## config.mk

```make
export PLATFORM = sky130hd
export DESIGN_NAME = p_s_converter
export DESIGN_NICKNAME = d
export VERILOG_FILES = /design/src/rtl/p_s_pkg.sv /design/src/rtl/p_s_bit_counter.sv /design/src/rtl/p_s_converter.sv
export SDC_FILE = /design/constraint.sdc
export NUM_CORES = 1
export LEC_CHECK = 0
export BUFFER_PORTS_ARGS = -buffer_cell sky130_fd_sc_hd__buf_2
export CAP_MARGIN = 20
export CORE_MARGIN = 4
export CORE_UTILIZATION = 60
export DETAILED_ROUTE_END_ITERATION = 12
export PLACE_DENSITY_LB_ADDON = 0.15
export SLEW_MARGIN = 20
export SYNTH_ARGS = -nofsm -noshare
export SYNTH_HDL_FRONTEND = slang
export SYNTH_SLANG_ARGS = --single-unit
```

## constraint.sdc

```tcl
create_clock -name CK -period 4.4 [get_ports CK]
set_input_delay 1.1 -clock CK [delete_from_list [all_inputs] [get_ports CK]]
set_output_delay 1.1 -clock CK [all_outputs]
set_load 0.005 [all_outputs]
```

## src/rtl/p_s_pkg.sv

```systemverilog
// Shared types and helpers for the parallel-to-serial converter.
// Imported by the bit counter and the top.
package p_s_pkg;

  typedef enum logic {
    IDLE  = 1'b0,
    SHIFT = 1'b1
  } state_t;

  localparam int C_BITS_DEFAULT = 255;

  function automatic int cnt_width(input int n);
    return (n > 1) ? $clog2(n) : 1;
  endfunction

endpackage

```

## src/rtl/p_s_bit_counter.sv

```systemverilog
// Loadable down-counter tracking the index of the bit on Q.
// Saturates at zero and exposes a zero flag.
module p_s_bit_counter
  import p_s_pkg::*;
#(
  parameter int C_BITS_IN = C_BITS_DEFAULT,
  parameter int CW = cnt_width(C_BITS_IN)
) (
  input  logic          CK,
  input  logic          RST,
  input  logic          load,
  input  logic          dec,
  output logic [CW-1:0] cnt,
  output logic          zero
);

  localparam logic [CW-1:0] LAST = CW'(C_BITS_IN - 1);

  always_ff @(posedge CK) begin
    if (RST) begin
      cnt <= '0;
    end else if (load) begin
      cnt <= LAST;
    end else if (dec && !zero) begin
      cnt <= cnt - 1'b1;
    end
  end

  assign zero = (cnt == '0);

endmodule

```

## src/rtl/p_s_converter.sv

```systemverilog
// Parallel-to-serial converter, MSB first, valid/ready input side.
// Back-to-back words stream with no idle bit in between.
module p_s_converter
  import p_s_pkg::*;
#(
  parameter int C_BITS_IN = C_BITS_DEFAULT
) (
  input  logic                 CK,
  input  logic                 RST,
  input  logic                 LOAD,
  input  logic [C_BITS_IN-1:0] D,
  output logic                 READY,
  output logic                 Q,
  output logic                 VALID,
  output logic                 SOF
);

  localparam int CW = cnt_width(C_BITS_IN);

  state_t               state;
  logic [C_BITS_IN-1:0] sr;
  logic [CW-1:0]        cnt;
  logic                 zero;
  logic                 accept;

  assign READY  = !RST && (state == IDLE || zero);
  assign accept = LOAD && READY;

  p_s_bit_counter #(
    .C_BITS_IN(C_BITS_IN),
    .CW       (CW)
  ) u_cnt (
    .CK  (CK),
    .RST (RST),
    .load(accept),
    .dec (state == SHIFT),
    .cnt (cnt),
    .zero(zero)
  );

  always_ff @(posedge CK) begin
    if (RST) begin
      state <= IDLE;
      sr    <= '0;
      Q     <= 1'b0;
      VALID <= 1'b0;
      SOF   <= 1'b0;
    end else if (accept) begin
      state <= SHIFT;
      sr    <= D;
      Q     <= D[C_BITS_IN-1];
      VALID <= 1'b1;
      SOF   <= 1'b1;
    end else begin
      unique case (state)
        IDLE: begin
          Q     <= 1'b0;
          VALID <= 1'b0;
          SOF   <= 1'b0;
        end
        SHIFT: begin
          SOF <= 1'b0;
          if (cnt != '0) begin
            sr <= sr << 1;
            Q  <= sr[C_BITS_IN-2];
          end else begin
            // last bit sent and nothing queued behind it
            state <= IDLE;
            Q     <= 1'b0;
            VALID <= 1'b0;
          end
        end
      endcase
    end
  end

endmodule

```

# After elaboration in Yosys (flattened, before gate mapping)

Index checks and enable logic that the tools add are counted.
W data, S select, Z words.

Equal/unequal tests: 1
Reductions and logical operators: 13
Multiplexer cells: 15
Bitwise operators: 1
$add $sub $neg: 1

Operator list:

| cell                  | count |
|---|---|
| $mux W254             | 3 |
| $mux W8               | 2 |
| $logic_not A8 Y1      | 1 |
| $mux W1               | 8 |
| $reduce_bool A8 Y1    | 1 |
| $sub A8 B1 Y8 const B | 1 |
| $reduce_bool A2 Y1    | 3 |
| $pmux W1 S2           | 2 |
| $logic_and A1 B1 Y1   | 3 |
| $ne A3 B3 Y1 const B  | 1 |
| $logic_not A1 Y1      | 2 |
| $reduce_and A2 Y1     | 1 |
| $reduce_or A2 Y1      | 1 |
| $logic_or A1 B1 Y1    | 1 |
| $not A1 Y1            | 1 |

Input port bits: 258
Flip-flop bits (word level): 266
Output and inout bits: 4
Logic and storage cells: 38

# Logic depth before layout (Yosys ltp)

Gate-level depths: netlist of the first run.

Depth after elaboration: 6
Mapped depth: 8
Gate-level depth less buffers: 6

# Cells and area by module

Synthesis of the first run repeated with hierarchy kept, for this count alone.

Cell total of the unflattened synthesis: 1478
Area, all modules: 12744.7 sq um

Modules (own cells, without submodules):

| module          | times used | area an instance (sq um) | cells each |
|---|---|---|---|
| p_s_converter   | 1          | 12291.8                  | 1429 |
| p_s_bit_counter | 1          | 452.9                    | 49 |

# Worst setup path before layout of the first run

No wires, ideal clock.

Path kind: input port to output port
Start: in RST
End: out READY
Stages: 4
Path buffers: 3
Data required time: 3.300 ns
Setup slack: 1.368 ns
Arrival: 1.932 ns
Cells stage by stage: clkbuf_1 clkbuf_1 clkbuf_1 nor2_1

Cells in the longest elaborated chain, start to end: 2

RTL lines:

| what                | line                | text |
|---|---|---|
| start, declared     | p_s_converter.sv:9  | `input logic RST,` |
| $logic_not A1 Y1    | p_s_converter.sv:26 | `assign READY = !RST && (state == IDLE \|\| zero);` |
| $logic_and A1 B1 Y1 | p_s_converter.sv:26 |  |
| end, declared       | p_s_converter.sv:12 | `output logic READY,` |

Every way passes these cells.

# Worst setup path in the final report of the first run

Same ends and word-level chain as after synthesis.

==> flow_metrics.env, run 1 <==
export IMPL_status="finished, final reports clean"
export IMPL_cp_max_fo=81
export IMPL_critPathKind="primary input to output pin"
export IMPL_synthSimpleGateAreaFrac_pct=8.80
export IMPL_synth_area_mux_share_pct=20.0
export IMPL_grt_pass1_wl_mm=43.1
export IMPL_critPathMaxStageDelay_ps=460
export IMPL_die_h_um=154
export IMPL_comb_power_share_pct=17.1
export IMPL_grt_pass1_vias=9036
export IMPL_worstPathCellList="buf_8, nor2_1, buf_2"
export IMPL_finalSetupTns_ps=0
export IMPL_grt_usage_pct=21.2
export IMPL_p_leak_nw=6.57
export IMPL_synthesis_area_um2=12700
export IMPL_hp_class="flop to flop"
export IMPL_clockBufferDepth=3
export IMPL_cp_slowest_cell="buf_8"
export IMPL_ys_warn_count=0
export IMPL_top_layer_used="met5"
export IMPL_antenna_found_initial=10
export IMPL_first_iter_violations=444
export IMPL_p_seq_share_pct=45.4
export IMPL_p_sw_share_pct=26.2
export IMPL_synth_cells=1199
export IMPL_place_detailed_hpwl_mm=17.4
export IMPL_num_vias=9315
export IMPL_postRouteAntennaNets=0
export IMPL_rsz0062_at_grt="no"
export IMPL_critPathCaptureType="output pin"
export IMPL_relSlewSlack_pct=45.2
export IMPL_drt_pre_antenna_iters=4
export IMPL_clkLatencyLatePin_ps=520
export IMPL_final_common_cell="dfxtp_1"
export IMPL_cts_root_buf="clkbuf_16"
export IMPL_numCtsBuffers=27
export IMPL_drive_above_1_share_pct=37.2
export IMPL_initial_core_util_pct=60.8
export IMPL_cell_internal_pwr_mw=4.56
export IMPL_clkPwrFrac_pct=37.5
export IMPL_pre_cts_ws_ps=1440
export IMPL_routedWlPerCell_um=15.8
export IMPL_die_w_um=154
export IMPL_synth_top_family_by_area="compound AO/OA/AOI/OAI gates"
export IMPL_arrival_ps=1830
export IMPL_setup_slack_ps=1470
export IMPL_hold_viol_final=0
export IMPL_ys_ff_latch=266
export IMPL_worstSetupStartpointType="primary input"
export IMPL_ctsHoldBuffers=0
export IMPL_synthXorXnorAreaFrac_pct=0
export IMPL_synthAdderAreaFrac_pct=0.196
export IMPL_totalWireLength_mm=26.7
export IMPL_maxSlewViolCount=0
export IMPL_grt_overflow=0
export IMPL_fin_worst_skew_ps=8.15
export IMPL_cts_setup_buffers=0
export IMPL_p_per_area_nw_per_um2=415
export IMPL_ys_types=29
export IMPL_wl_met1_mm=11.6
export IMPL_min_period_over_period_pct=66.7
export IMPL_worst_ir_drop_vdd_uv=306
export IMPL_post_cts_resized=0
export IMPL_rows=53
export IMPL_grt_max_degree=99
export IMPL_switching_power_mw=1.62
export IMPL_cts_max_level=1
export IMPL_avgViaCountPerCell=5.52
export IMPL_timing_hold_ws_ps=461
export IMPL_crit_required_ps=3300
export IMPL_cts_tree="yes"
export IMPL_dieArea_um2=23600
export IMPL_finalWeightedCongestion=0.755
export IMPL_finalSetupViolations=0
export IMPL_synth_nets=1459
export IMPL_layout_min_cycle_time_ps=2930
export IMPL_ioPinCount=262
export IMPL_yosysSeqAreaShare_pct=41.8
export IMPL_cap_violations=0
export IMPL_wl_met3_mm=1.58
export IMPL_drc=0
export IMPL_synth_compound_area_share_pct=23.7
export IMPL_cts_sinks=266
export IMPL_portBuffers=261
export IMPL_syn2layout_area_growth_pct=16.7
export IMPL_syn_avg_cell_area_um2=10.6
export IMPL_final_nets=1649
export IMPL_max_slew_worst_pin_slew_ps=822
export IMPL_most_common_layout_cells="266 x dfxtp_1, 259 x buf_2, 256 x nor2_1"
export IMPL_clkTransAtPathRegs_ps=60
export IMPL_max_freq_ghz=0.341
export IMPL_core_um2=21000
export IMPL_wl_met2_mm=13.0
power by group through the flow:
stage	sequential (mW)	combinational, mW	clock (mW)
6_report	2.80	1.05	2.32
2_1_floorplan	2.82	0.872	0
4_1_cts	2.80	1.07	2.37
5_1_grt	2.83	1.17	2.47
3_3_place_gp	2.84	1.03	0
3_5_place_dp	2.85	1.06	0
per-layer routing:
metal	global-route usage (%)	vias to the layer above
li1	-	4739
met1	27.6	4316
met2	36.2	194
met3	4.84	54
met4	4.92	12
met5	0	-
metrics by stage:
stage	instances	utilization, %	instance area, um2	total power, mW
2_1_floorplan	1199	-	12700	3.69
3_3_place_gp	1635	66.6	14000	3.87
4_1_cts	1682	70.9	14900	6.24
6_report	1688	71.0	14900	6.18
5_1_grt	1686	71.0	14900	6.47
3_5_place_dp	1635	66.6	14000	3.91
state kept, by name, indices dropped and copies added, names as in the netlist:
register   cells
sr           254
u_cnt.cnt      8
Q              1
SOF            1
VALID          1
state          1
synthesized netlist by cell type, drive strengths merged:
cell type,instances,area share [%]
dfxtp,266,42
a41oi,1,0.069
and3,1,0.049
nand3,3,0.12
nor3,14,0.55
nor4,3,0.26
a31o,1,0.069
a211oi,256,23
a41o,1,0.079
nand2,6,0.18
a21oi,6,0.24
a21o,2,0.12
buf,63,3.8
o21a,1,0.059
mux2i,255,20
a311oi,1,0.069
inv,4,0.12
nor3b,1,0.059
ha,2,0.20
or2,1,0.049
clkbuf,54,1.6
a31oi,1,0.049
nor2,256,7.5
layout make-up:
| class | count | area [um2] |
|---|---|---|
| Antenna cell | 6 | 15.0 |
| Clock buffer | 39 | 791 |
| Clock inverter | 8 | 115 |
| Fill cell | 1599 | 6080 |
| Inverter | 4 | 15.0 |
| Multi-Input combinational cell | 812 | 6730 |
| Sequential cell | 266 | 5330 |
| Tap cell | 275 | 344 |
| Timing Repair Buffer | 278 | 1540 |
kinds of logic (layout without fill, tap and decap cells):
| logic type | Yosys count | in the layout |
|---|---|---|
| AO/OA/AOI/OAI | 270 | 270 |
| adder cells (fa/ha/maj) | 2 | 2 |
| buffers and inverters | 121 | 329 |
| flip-flops | 266 | 266 |
| multiplexers | 255 | 255 |
| other | 0 | 6 |
| AND/OR/NAND/NOR | 285 | 285 |
worst max-delay path, delay by kind of cell:
kind / cells / cell delay (ps)
buf+inv: 2 / 610
simple gates: 1 / 100
path summary, 6_finish.rpt:
path                            slack [ps]       to    startpoint  cells after the start
worst min register to register         460    VALID         VALID                      2
worst min-delay path                   460    VALID         VALID                      2
worst max-delay path                  1470    READY           RST                      3
worst max register to register        1730  sr[130]  u_cnt.cnt[2]                      5
(Power assumes the default switching activity.)
==> run 2: changes to the inputs <==
- ABC_AREA: not set -> 1
- CORE_UTILIZATION: 60 -> 57
- clock period: 4.4 -> 3 ns (I/O delays scaled with it)
==> flow_metrics.env, run 2 <==
export IMPL_status="finished, final reports clean"
export IMPL_synth_cells=2092
export IMPL_r2r_start="u_cnt.cnt[0]"
export IMPL_reg2reg_slack_ps=790
export IMPL_initial_core_util_pct=58.6
export IMPL_worstHoldStart="u_cnt.cnt[0]"
export IMPL_post_cts_resized=0
export IMPL_relSlewSlack_pct=38.8
export IMPL_ioPinCount=262
export IMPL_hp_class="flop to flop"
export IMPL_async_reset_ff_share_pct=0
export IMPL_rows=57
export IMPL_timing_hold_ws_ps=473
export IMPL_arrival_ps=1970
export IMPL_drc=0
export IMPL_antenna_found_initial=2
export IMPL_top_regs="sr (254), u_cnt.cnt (8)"
export IMPL_synth_top_area_share_pct=37.0
export IMPL_drt_pre_antenna_iters=6
export IMPL_synthFlopType="dfxtp_1"
export IMPL_most_common_layout_cells="524 x nand2_1, 266 x dfxtp_1, 264 x inv_1"
export IMPL_cts_sinks=266
export IMPL_pre_cts_ws_ps=752
export IMPL_final_nets=2448
export IMPL_clkLatencyLatePin_ps=540
export IMPL_totalWireLength_mm=36.7
export IMPL_ys_warn_count=0
export IMPL_min_to="u_cnt.cnt[0]"
export IMPL_syn_avg_cell_area_um2=6.87
export IMPL_rsz0062_at_grt="no"
export IMPL_finalWeightedCongestion=0.818
export IMPL_largest_register="sr"
export IMPL_die_h_um=167
export IMPL_layout_min_cycle_time_ps=2720
export IMPL_ys_ff_latch=266
export IMPL_dpl_cell_area_um2=15500
export IMPL_num_vias=14500
export IMPL_max_slew_worst_pin_slew_ps=919
export IMPL_grt_overflow=0
export IMPL_synth_nets=2352
export IMPL_routedWlPerCell_um=14.5
export IMPL_final_cells=2536
export IMPL_cap_violations=0
export IMPL_cp_max_fo=5
export IMPL_grt_max_degree=133
export IMPL_post_route_cell_area_um2=16500
export IMPL_largest_reg_flops=254
export IMPL_fin_worst_skew_ps=14.7
export IMPL_ctsHoldBuffers=0
export IMPL_synthTopCellsByCount="524 x nand2_1, 266 x dfxtp_1, 265 x inv_1"
export IMPL_max_freq_ghz=0.368
export IMPL_synthesis_area_um2=14400
export IMPL_synth_edf_count=0
export IMPL_avgViaCountPerCell=5.71
export IMPL_place_detailed_hpwl_mm=21.3
export IMPL_grt_usage_pct=24.5
export IMPL_p_leak_nw=8.66
export IMPL_yosysSeqAreaShare_pct=37.0
export IMPL_core_um2=24500
export IMPL_first_iter_violations=1511
export IMPL_finalSetupViolations=0
export IMPL_r2r_cells=10
export IMPL_setup_slack_ps=284
export IMPL_cts_max_level=1
export IMPL_clockBufferDepth=3
export IMPL_dieArea_um2=27800
export IMPL_crit_required_ps=2250
export IMPL_maxSlewViolCount=0
export IMPL_grt_pass1_vias=12700
export IMPL_syn2layout_area_growth_pct=14.7
export IMPL_cts_tree="yes"
export IMPL_yosysTopAreaCell="dfxtp_1"
export IMPL_holdPathStages=1
export IMPL_worst_ir_drop_vdd_uv=391
export IMPL_yosysMostFrequentCell="nand2_1"
export IMPL_p_per_area_nw_per_um2=551
export IMPL_critPathKind="flop to output pin"
export IMPL_synth_area_top_cells="dfxtp_1 37%, nand2_1 14%, o211ai_1 13%"
export IMPL_cts_root_buf="clkbuf_16"
export IMPL_die_w_um=167
export IMPL_min_period_over_period_pct=90.5
export IMPL_r2r_end="sr[130]"
export IMPL_clkTransAtPathRegs_ps=60
export IMPL_portBuffers=261
export IMPL_cts_setup_buffers=0
export IMPL_grt_pass1_wl_mm=60.9
export IMPL_dp_cells=2481
export IMPL_postRouteAntennaNets=0
export IMPL_critPathCaptureType="output pin"
export IMPL_ys_types=22
export IMPL_drive_above_1_share_pct=15.6
export IMPL_hold_viol_final=0
export IMPL_finalSetupTns_ps=0
export IMPL_final_common_cell="nand2_1"
export IMPL_numCtsBuffers=29
export IMPL_worstSetupStartpointType="flop"
==> run 2: worst max-delay path by stage <==
stage,cells after the start,end,slack [ps],from
floorplan,4,READY,790,RST
global placement,6,sr[45],770,RST
detailed placement,6,Q,750,LOAD
CTS,7,READY,230,u_cnt.cnt[0]
global route,7,READY,140,u_cnt.cnt[0]
finish,7,READY,280,u_cnt.cnt[0]
==> run 2: cell families (layout without fill, tap and decap cells) <==
| logic type | count (synthesis) | in the layout | synth area share (%) |
|---|---|---|---|
| buffers and inverters | 493 | 611 | 14.4 |
| XOR/XNOR | 1 | 1 | 0.0609 |
| adder cells (fa/ha/maj) | 2 | 2 | 0.174 |
| AND/OR/NAND/NOR | 1066 | 1066 | 34.6 |
| AO/OA/AOI/OAI | 264 | 264 | 13.7 |
| flip-flops | 266 | 266 | 37.0 |
| other | 0 | 2 | 0 |
==> run 2: report_power, final <==
part	internal (mW)	switching (mW)	total [mW]	leakage [nW]
sequential	3.75	0.115	3.87	2.17
clock	2.28	1.47	3.75	0.485
combinational	0.525	0.948	1.47	6.00
total	6.56	2.53	9.09	8.66
==> run 2: per-layer routing <==
| metal | track usage [%] | wire (um) |
|---|---|---|
| met2 | 38.0 | 16900 |
| met5 | 0 | 21 |
| met4 | 5.59 | 745 |
| met1 | 35.3 | 16400 |
| met3 | 5.02 | 2730 |
==> run 2: cell type report <==
class,count,area [um2]
Sequential cell,266,5330
Multi-Input combinational cell,1333,6990
Timing Repair Buffer,291,1750
Clock inverter,15,211
Antenna cell,2,5.00
Clock buffer,38,790
Inverter,267,1010
Fill cell,2212,8050
Tap cell,324,405
==> run 2: through the flow <==
stage | power (mW) | utilization [%]
detailed placement | 5.41 | 63.1
floorplan | 5.02 | -
global route | 9.53 | 67.2
CTS | 9.16 | 67.2
global placement | 5.37 | 63.1
finish | 9.09 | 67.2
==> run 2: worst max-delay path, cell delays in order, from the launching register on <==
cell and delay, ps:
dfxtp_1 320, inv_1 130, ha_1 180, nand2_1 120
nor2_1 210, nor2_4 70, nor2_1 220, buf_2 170
